## config.mk

```make
export PLATFORM = sky130hd
export DESIGN_NAME = lottery_grant_fsm_flat
export DESIGN_NICKNAME = d
export VERILOG_FILES = /design/src/rtl/lottery_grant_fsm_if.sv /design/src/rtl/lottery_grant_fsm.sv /design/src/flat_wrapper.sv
export SDC_FILE = /design/constraint.sdc
export NUM_CORES = 1
export LEC_CHECK = 0
export ABC_AREA = 1
export CORE_ASPECT_RATIO = 1.75
export CORE_UTILIZATION = 25
export CTS_BUF_LIST = sky130_fd_sc_hd__clkbuf_8
export CTS_CLUSTER_SIZE = 40
export DETAILED_ROUTE_END_ITERATION = 10
export GPL_ROUTABILITY_DRIVEN = 0
export PLACE_DENSITY_LB_ADDON = 0.3
export SETUP_SLACK_MARGIN = 0.05
export SLEW_MARGIN = 20
export SYNTH_ARGS = -nofsm -noshare
export SYNTH_HDL_FRONTEND = slang
export SYNTH_SLANG_ARGS = --single-unit
```

## constraint.sdc

```tcl
create_clock -name clk -period 10.75 [get_ports clk]
set_input_delay 2.15 -clock clk [delete_from_list [all_inputs] [get_ports clk]]
set_output_delay 2.15 -clock clk [all_outputs]
set_load 0.02 [all_outputs]
```

## src/rtl/lottery_grant_fsm_if.sv

```systemverilog
// Request/sum inputs and grant/debug outputs of the lottery grant stage.
// The master modport belongs to whoever drives requests, the slave to the grant FSM.
interface lottery_grant_fsm_if;
  logic       r0;
  logic       r1;
  logic       r2;
  logic       r3;
  logic [3:0] s0;
  logic [4:0] s1;
  logic [5:0] s2;
  logic [5:0] s3;
  logic       rel;
  logic [3:0] grant;
  logic       busy;
  logic [5:0] point;
  logic [7:0] lfsr;

  modport master (
    output r0, r1, r2, r3, s0, s1, s2, s3, rel,
    input  grant, busy, point, lfsr
  );

  modport slave (
    input  r0, r1, r2, r3, s0, s1, s2, s3, rel,
    output grant, busy, point, lfsr
  );
endinterface

```

## src/rtl/lottery_grant_fsm.sv

```systemverilog
// Lottery grant stage: draws a point in [0, s3) from a free-running LFSR, picks the
// requester whose cumulative ticket window contains it, and holds a one-hot grant.
module lottery_grant_fsm #(
  parameter logic [7:0] LFSR_SEED = 8'hA5,
  parameter int         MAX_HOLD  = 16
) (
  input logic                clk,
  input logic                reset,
  lottery_grant_fsm_if.slave bus
);

  typedef enum logic [1:0] {
    IDLE  = 2'd0,
    SEL   = 2'd1,
    GRANT = 2'd2
  } state_t;

  localparam logic [4:0] HOLD_LAST = 5'(MAX_HOLD - 1);

  state_t          state_q, state_d;
  logic [7:0]      lfsr_q, lfsr_d;
  logic [5:0]      point_q, point_d;
  logic [3:0]      grant_q, grant_d;
  logic [4:0]      hold_q, hold_d;
  logic [3:0][5:0] sum_q, sum_d;
  logic [3:0]      req_q, req_d;

  logic [3:0] r_live;
  logic [5:0] draw;
  logic [3:0] winner;
  logic       exit_grant;

  // Lowest requester whose window covers the point; with no live tickets at all,
  // fall back to plain fixed priority over the latched requesters.
  function automatic logic [3:0] pick_winner(input logic [3:0]      req,
                                             input logic [3:0][5:0] sums,
                                             input logic [5:0]      pt);
    logic [3:0] onehot;
    logic       found;
    logic       fallback;
    onehot   = '0;
    found    = 1'b0;
    fallback = (sums[3] == 6'd0);
    for (int i = 0; i < 4; i++) begin
      if (!found && req[i] && (fallback || (pt < sums[i]))) begin
        onehot[i] = 1'b1;
        found     = 1'b1;
      end
    end
    return onehot;
  endfunction

  assign r_live     = {bus.r3, bus.r2, bus.r1, bus.r0};
  assign draw       = 6'((14'(lfsr_q) * 14'(bus.s3)) >> 8);
  assign winner     = pick_winner(req_q, sum_q, point_q);
  assign exit_grant = bus.rel || ((grant_q & r_live) == 4'd0) || (hold_q == HOLD_LAST);

  always_ff @(posedge clk or negedge reset) begin
    if (!reset) begin
      state_q <= IDLE;
      lfsr_q  <= LFSR_SEED;
      point_q <= '0;
      grant_q <= '0;
      hold_q  <= '0;
      sum_q   <= '0;
      req_q   <= '0;
    end else begin
      state_q <= state_d;
      lfsr_q  <= lfsr_d;
      point_q <= point_d;
      grant_q <= grant_d;
      hold_q  <= hold_d;
      sum_q   <= sum_d;
      req_q   <= req_d;
    end
  end

  always_comb begin
    state_d = state_q;
    point_d = point_q;
    grant_d = grant_q;
    hold_d  = hold_q;
    sum_d   = sum_q;
    req_d   = req_q;
    lfsr_d  = {lfsr_q[6:0], lfsr_q[7] ^ lfsr_q[5] ^ lfsr_q[4] ^ lfsr_q[3]};

    case (state_q)
      IDLE: begin
        if (|r_live) begin
          sum_d   = {bus.s3, bus.s2, {1'b0, bus.s1}, {2'b00, bus.s0}};
          req_d   = r_live;
          point_d = draw;
          state_d = SEL;
        end
      end
      SEL: begin
        // A draw that lands in no live window (inconsistent sums) simply retries.
        grant_d = winner;
        hold_d  = '0;
        state_d = (|winner) ? GRANT : IDLE;
      end
      GRANT: begin
        if (hold_q != 5'h1F) begin
          hold_d = hold_q + 5'd1;
        end
        if (exit_grant) begin
          grant_d = '0;
          state_d = IDLE;
        end
      end
      default: begin
        grant_d = '0;
        state_d = IDLE;
      end
    endcase
  end

  assign bus.grant = grant_q;
  assign bus.busy  = |grant_q;
  assign bus.point = point_q;
  assign bus.lfsr  = lfsr_q;

endmodule

```

## src/flat_wrapper.sv

```systemverilog
// flat-port wrapper written by rule: the top's interface ports become plain ports
module lottery_grant_fsm_flat 
#(
  parameter logic [7:0] LFSR_SEED = 8'hA5,
  parameter int         MAX_HOLD  = 16
)
  (clk, reset, bus_r0, bus_r1, bus_r2, bus_r3, bus_s0, bus_s1, bus_s2, bus_s3, bus_rel, bus_grant, bus_busy, bus_point, bus_lfsr);
  lottery_grant_fsm_if bus_i ();
  input logic clk;
  input logic reset;
  input wire logic [$bits(bus_i.r0)-1:0] bus_r0;
  input wire logic [$bits(bus_i.r1)-1:0] bus_r1;
  input wire logic [$bits(bus_i.r2)-1:0] bus_r2;
  input wire logic [$bits(bus_i.r3)-1:0] bus_r3;
  input wire logic [$bits(bus_i.s0)-1:0] bus_s0;
  input wire logic [$bits(bus_i.s1)-1:0] bus_s1;
  input wire logic [$bits(bus_i.s2)-1:0] bus_s2;
  input wire logic [$bits(bus_i.s3)-1:0] bus_s3;
  input wire logic [$bits(bus_i.rel)-1:0] bus_rel;
  output wire logic [$bits(bus_i.grant)-1:0] bus_grant;
  output wire logic [$bits(bus_i.busy)-1:0] bus_busy;
  output wire logic [$bits(bus_i.point)-1:0] bus_point;
  output wire logic [$bits(bus_i.lfsr)-1:0] bus_lfsr;
  assign bus_i.r0 = bus_r0;
  assign bus_i.r1 = bus_r1;
  assign bus_i.r2 = bus_r2;
  assign bus_i.r3 = bus_r3;
  assign bus_i.s0 = bus_s0;
  assign bus_i.s1 = bus_s1;
  assign bus_i.s2 = bus_s2;
  assign bus_i.s3 = bus_s3;
  assign bus_i.rel = bus_rel;
  assign bus_grant = bus_i.grant;
  assign bus_busy = bus_i.busy;
  assign bus_point = bus_i.point;
  assign bus_lfsr = bus_i.lfsr;
  lottery_grant_fsm #(.LFSR_SEED(LFSR_SEED), .MAX_HOLD(MAX_HOLD)) u_core (.clk(clk), .reset(reset), .bus(bus_i));
endmodule
```

==> results of run 1 <==
==> Yosys cell counts <==
master,instances,share of area
o211ai_1,2,0.0037
o21ai_1,23,0.028
o22ai_1,2,0.0031
ha_1,39,0.12
fa_1,24,0.12
a21o_1,1,0.0019
clkbuf_1,9,0.0084
or2_1,1,0.0015
dfrtp_1,46,0.28
buf_6,2,0.0056
xor2_1,2,0.0043
nor2_1,24,0.022
buf_4,8,0.015
nand3_1,12,0.015
nand2_1,171,0.16
nor3_1,2,0.0025
o21ai_0,7,0.0087
nand2_2,2,0.0031
o21a_1,2,0.0037
o21bai_1,1,0.0019
nand4_1,4,0.0062
clkbuf_8,1,0.0034
buf_2,3,0.0037
inv_1,120,0.11
a21boi_0,1,0.0019
nand3b_1,3,0.0056
dfstp_2,4,0.026
inv_2,4,0.0037
xnor2_1,3,0.0065
a21oi_1,16,0.020
==> path summary, 6_finish.rpt <==
kind	start	end	slack, ns	cells after the start
setup / recovery	bus_s3[4]	u_core.bus.point[0]	5.20	14
hold / removal	u_core.hold_q[3]	u_core.hold_q[3]	0.48	1
setup reg to reg	u_core.bus.lfsr[5]	u_core.bus.point[4]	7.10	15
hold reg to reg	u_core.hold_q[3]	u_core.hold_q[3]	0.48	1
max in group asynchronous	reset	u_core.bus.point[4]	8.36	2
min in group asynchronous	reset	u_core.hold_q[4]	1.92	2
==> cells in the final DEF (no fill, tap or decap), drive strengths merged <==
master         instances
xor2                   2
o211ai                 2
ha                    39
clkdlybuf4s50         45
a21boi                 1
xnor2                  3
clkbuf                 5
dfrtp                 46
o21ai                 30
fa                    24
nand4                  4
clkinv                 1
a21o                   1
nand3b                 3
nor3                   2
nand3                 12
buf                    2
nor2                  24
or2                    1
dfstp                  4
nand2                173
a21oi                 16
o21a                   2
inv                  125
o22ai                  2
bufinv                 1
o21bai                 1
==> power by group <==
part | switching [mW] | internal (mW)
logic | 0.179 | 0.0964
registers | 0.0309 | 0.248
clock network | 0.0691 | 0.0706
total | 0.279 | 0.415
==> per-layer routing <==
layer | up-vias | GRT usage | wire (um) | share of wire
li1 | 1663 | - | - | -
met3 | 16 | 0.00945 | 188 | 0.020
met1 | 1599 | 0.117 | 3500 | 0.37
met2 | 44 | 0.252 | 5580 | 0.58
met4 | 0 | 0.0567 | 294 | 0.031
met5 | - | 0 | 0 | 0
==> per-stage QoR <==
stage	hold slack, ns	instance area, um^2
floorplan	0.373	4040
global placement	0.464	4600
detailed placement	0.471	4600
CTS	0.484	4710
global route	0.504	4710
finish	0.481	4710
==> worst register-to-register path, cell delays in order, from the launching register on <==
cell     delay (ns)
dfstp_2        0.67
nand2_1        0.08
inv_1          0.08
fa_1           0.45
fa_1           0.58
inv_1          0.07
fa_1           0.53
inv_1          0.05
ha_1           0.34
nand2_1        0.11
nor2_1         0.14
nand2_1        0.07
nor2_1         0.14
o21ai_0        0.11
nand3_1        0.07
nand2_1        0.06
==> kinds of logic after synthesis <==
kind of cell,count (synthesis)
AOI/OAI and AO/OA,55
buffers and inverters,147
and+or+nand+nor,219
DFF,50
xor gates and xnor gates,5
adders and majority gates,63
==> area by class of cell <==
cell class | instances | area [um^2]
Clock buffer | 5 | 68.8
Clock inverter | 3 | 47.5
Fill cell | 1717 | 11200
Inverter | 124 | 465
Multi-Input combinational cell | 342 | 2180
Sequential cell | 50 | 1260
Tap cell | 189 | 236
Timing Repair Buffer | 47 | 463
==> registers in the layout (all words and copies together), names as in the netlist <==
signal            count
u_core.hold_q         5
u_core.sum_q         21
u_core.bus.lfsr       8
u_core.bus.point      6
u_core.req_q          4
u_core.bus.grant      4
u_core.state_q        2
==> results.cfg, run 1 <==
[outcome]
status = finished with violations
violations = DRC

[timing]
finalHoldViolations = 0
period_share = 0.516
fin_skew_ns = 0.00967
rsz0062_at_grt = no
setup_slack_ns = 5.20
worst_slew_pin_slew_ns = 0.708
tns_ns = 0
slew_violations = 0
fmax_mhz = 180
setup-violations-final = 0
slew_headroom = 0.527
period_needed_ns = 5.55

[setup_path]
critPathKind = input port to flop
critPathRequiredTime_ns = 10.93
cp.arrival_ns = 5.73
cp_max_fo = 9
cp-start-kind = input port
slowest_stage = clkdlybuf4s50_1
critical_path_buf_inv_count = 4
path_cells = clkdlybuf4s50_1 > nand2_1 > inv_1 > fa_1 > fa_1 > inv_1 > fa_1 > inv_1 > ha_1 > a21oi_1 > nand2_1 > a21oi_1 > xor2_1 > o21ai_1
crit_family = adder cells
slowest_delay_ns = 0.67
cp-end-kind = flop

[grt]
grt_max_degree = 51
grt_overflow = 0
grt_pass1_vias = 3489
grt_use_total = 0.121
antenna_found_initial = 0
grt_pass1_wl_um = 16000

[floorplan]
dieHeight_um = 170
core-area_um2 = 15900
rows = 61
fp.dieArea_um2 = 16700
die_x_um = 98.1
start_util = 0.255
io-pin-count = 47

[cts]
cts_root_buf = clkbuf_8
ctsHoldBuffers = 0
clk_pin_slew_ns = 0.10
cts_tree = done
numCtsBuffers = 5
numClockSinks = 50
clock_latency_ns = 0.32
post-cts-setup-buffers = 0
cts_resized = 0
h-tree-depth = 2
cts_buffer_depth = 2

[drt]
drc = 4
vias = 3322
wl_um = 9560
ant_nets = 0
avgRoutedWirePerCell_um = 12.6
viasPerCell = 4.37
drtIter0Drc = 135
drt_first_pass_iters = 7

[yosys]
synth-adder-area-share = 0.240
netlist_area_um2 = 4040
syn_inst = 539
synth_compound_area_frac = 0.0730
synthMuxAreaShare = 0
yosys_warnings = 0
synthXorXnorAreaFrac = 0.0108
synth_seq_cells = 50
synth_nets = 630
yosysSeqAreaShare = 0.311
synth_cell_types = 30
synth.avg_cell_area_um2 = 7.50
synth_top_family_by_area = adder cells
yosys.area_share.simple = 0.215

[cells_and_area]
final_cells = 760
n_antenna_cell = 0
final_net_count = 661
utilization = 0.297
layout-drive-gt1-share = 0.0350
area_delta_synth_final_pct = 16.6

[placement]
hpwlAfterDp_um = 7730
io_buffers = 46
dp_slack_ns = 4.88
dp_cells = 752

[pwr]
power.density_nw_per_um2 = 147
p_leak_nw = 2.68
total_power_mw = 0.694
vdd_drop_max_mv = 0.0550

[min_path]
hp-class = flop to flop

[job]
drv_cap = 0
Note: power is estimated with default switching activity, not from simulation.
==> run 2, diff against run 1 <==
==> constraint.sdc (replaced) <==
create_clock -name clk -period 5.05 [get_ports clk]
set_input_delay 1.01 -clock clk [delete_from_list [all_inputs] [get_ports clk]]
set_output_delay 1.01 -clock clk [all_outputs]
set_load 0.02 [all_outputs]
==> run 2 against run 1 <==
The flow still finishes with violations (DRC); clock skew down 0.00058 ns; hold slack worse by 0.0067 ns; design area down 0.37%.
==> results.cfg, run 2 (synthesis gave the netlist of run 1 again) <==
[pwr]
vdd_drop_max_mv = 0.170
seqPwrFrac = 0.412
swShare = 0.411
p_leak_nw = 2.67
power.density_nw_per_um2 = 306
p_switching_mw = 0.591
intPower_mw = 0.846
combPwrFrac = 0.408
total_power_mw = 1.44
power_frac_clock = 0.180

[cells_and_area]
final_net_count = 661
final_cell_mix = 171 x nand2_1, 120 x inv_1, 46 x dfrtp_1
n_antenna_cell = 0
layout-drive-gt1-share = 0.0350
mostFrequentLayoutCell = nand2_1
finalInstanceArea_um2 = 4700
n_fill_cell = 1731
regMostFlops = u_core.sum_q
area_delta_synth_final_pct = 16.2
largest_reg_flops = 21

[cts]
ctsHoldBuffers = 0
cts_root_buf = clkbuf_8
clk_pin_slew_ns = 0.10
post-cts-setup-buffers = 0
h-tree-depth = 2
numClockSinks = 50
cts_tree = done
cts_buffer_depth = 2
clock_latency_ns = 0.32
numCtsBuffers = 5
cts_resized = 0

[min_path]
hp-class = flop to flop

[setup_path]
cp-end-kind = flop
path_cells = clkdlybuf4s50_1 > nand2_1 > inv_1 > fa_1 > fa_1 > inv_1 > fa_1 > inv_1 > ha_1 > a21oi_1 > nand2_1 > a21oi_1 > xor2_1 > o21ai_1
cp-start-kind = input port
slowest_delay_ns = 0.68
critPathKind = input port to flop
slowest_stage = clkdlybuf4s50_1
critPathRequiredTime_ns = 5.23
cp.arrival_ns = 4.62
cp_max_fo = 9

[timing]
slew_violations = 0
rsz0062_at_grt = no
worst_slew_pin_slew_ns = 0.713
fmax_mhz = 225
setup-violations-final = 0
finalHoldViolations = 0
fin_skew_ns = 0.00909
period_needed_ns = 4.44
tns_ns = 0
setup_slack_ns = 0.608
slew_headroom = 0.524
period_share = 0.880

[job]
drv_cap = 0

[placement]
dp_slack_ns = 0.291
io_buffers = 46
place_area_um2 = 4600
hpwlAfterDp_um = 7760

[outcome]
status = finished with violations
violations = DRC

[grt]
grt_pass1_wl_um = 16300
grt_pass1_vias = 3514
grt_max_degree = 51
grt_overflow = 0
grt_use_total = 0.122
antenna_found_initial = 0

[floorplan]
fp.dieArea_um2 = 16700
core-area_um2 = 15900
dieHeight_um = 170
rows = 61
io-pin-count = 47
start_util = 0.255
die_x_um = 98.1

[drt]
drt_first_pass_iters = 10
drtIter0Drc = 119
ant_nets = 0
viasPerCell = 4.38
vias = 3330
avgRoutedWirePerCell_um = 12.6
wl_um = 9600
drc = 4
run 2: cell count changes in the layout (fill, tap and decap cells not counted):
cell | before | now
bufinv_16 | 1 | 0
clkbuf_8 | 5 | 6
clkinv_4 | 1 | 0
clkinvlp_4 | 0 | 1
run 2: worst paths after layout:
path	end	depth (start not counted)	start	slack (ns)
max in group asynchronous	u_core.sum_q[17]	2	reset	3.79
worst max register to register	u_core.bus.point[4]	15	u_core.bus.lfsr[5]	1.33
worst max-delay path	u_core.bus.point[0]	14	bus_s3[4]	0.61
worst min-delay path	u_core.hold_q[3]	1	u_core.hold_q[3]	0.47
worst min register to register	u_core.hold_q[3]	1	u_core.hold_q[3]	0.47
min in group asynchronous	u_core.hold_q[4]	2	reset	0.78
run 2: worst max-delay path: cells and delay by family:
family	cells	cell delay (ns)
adders and majority gates	4	1.85
and+or+nand+nor	2	0.22
AOI/OAI and AO/OA	3	0.47
xor gates and xnor gates	1	0.20
buffers and inverters	4	0.87
run 2: layer usage:
layer	GRT usage	wire length, um	vias up	share of wire
li1	-	-	1665	-
met1	0.116	3480	1600	0.36
met4	0.0560	268	0	0.028
met3	0.0119	204	16	0.021
met5	0	0	-	0
met2	0.255	5650	49	0.59
run 2: power by group through the flow:
stage          registers (mW)  clock network [mW]  logic [mW]
2_1_floorplan           0.597                   0       0.427
3_3_place_gp            0.598                   0       0.589
3_5_place_dp            0.600                   0       0.599
4_1_cts                 0.594               0.266       0.600
5_1_grt                 0.605               0.278       0.687
6_report                0.592               0.259       0.587
run 2: through the flow:
stage                util  cells  hold slack (ns)
detailed placement  0.290    752            0.464
global route        0.296    760            0.494
finish              0.296    760            0.474
floorplan               -    539            0.373
CTS                 0.296    760            0.478
global placement    0.290    752            0.464
run 2: cell type report:
cell class	count	area, um^2	area share
clock buffers	6	82.6	0.0176
clock inverters	2	16.3	0.00346
inverters	124	465	0.0991
multi-input cells	342	2180	0.463
flip-flops and latches	50	1260	0.268
well taps	189	236	0.0504
repair buffers	47	463	0.0986
==> run 3, diff against run 2 <==
--- a/config.mk
+++ b/config.mk
@@ -6,6 +6,7 @@
 export NUM_CORES = 1
 export LEC_CHECK = 0
 export ABC_AREA = 1
+export CAP_MARGIN = 10
 export CORE_ASPECT_RATIO = 1.75
 export CORE_UTILIZATION = 25
 export CTS_BUF_LIST = sky130_fd_sc_hd__clkbuf_8
==> results of run 3 <==
The final DEF is identical to that of run 2; final timing and power are the same.
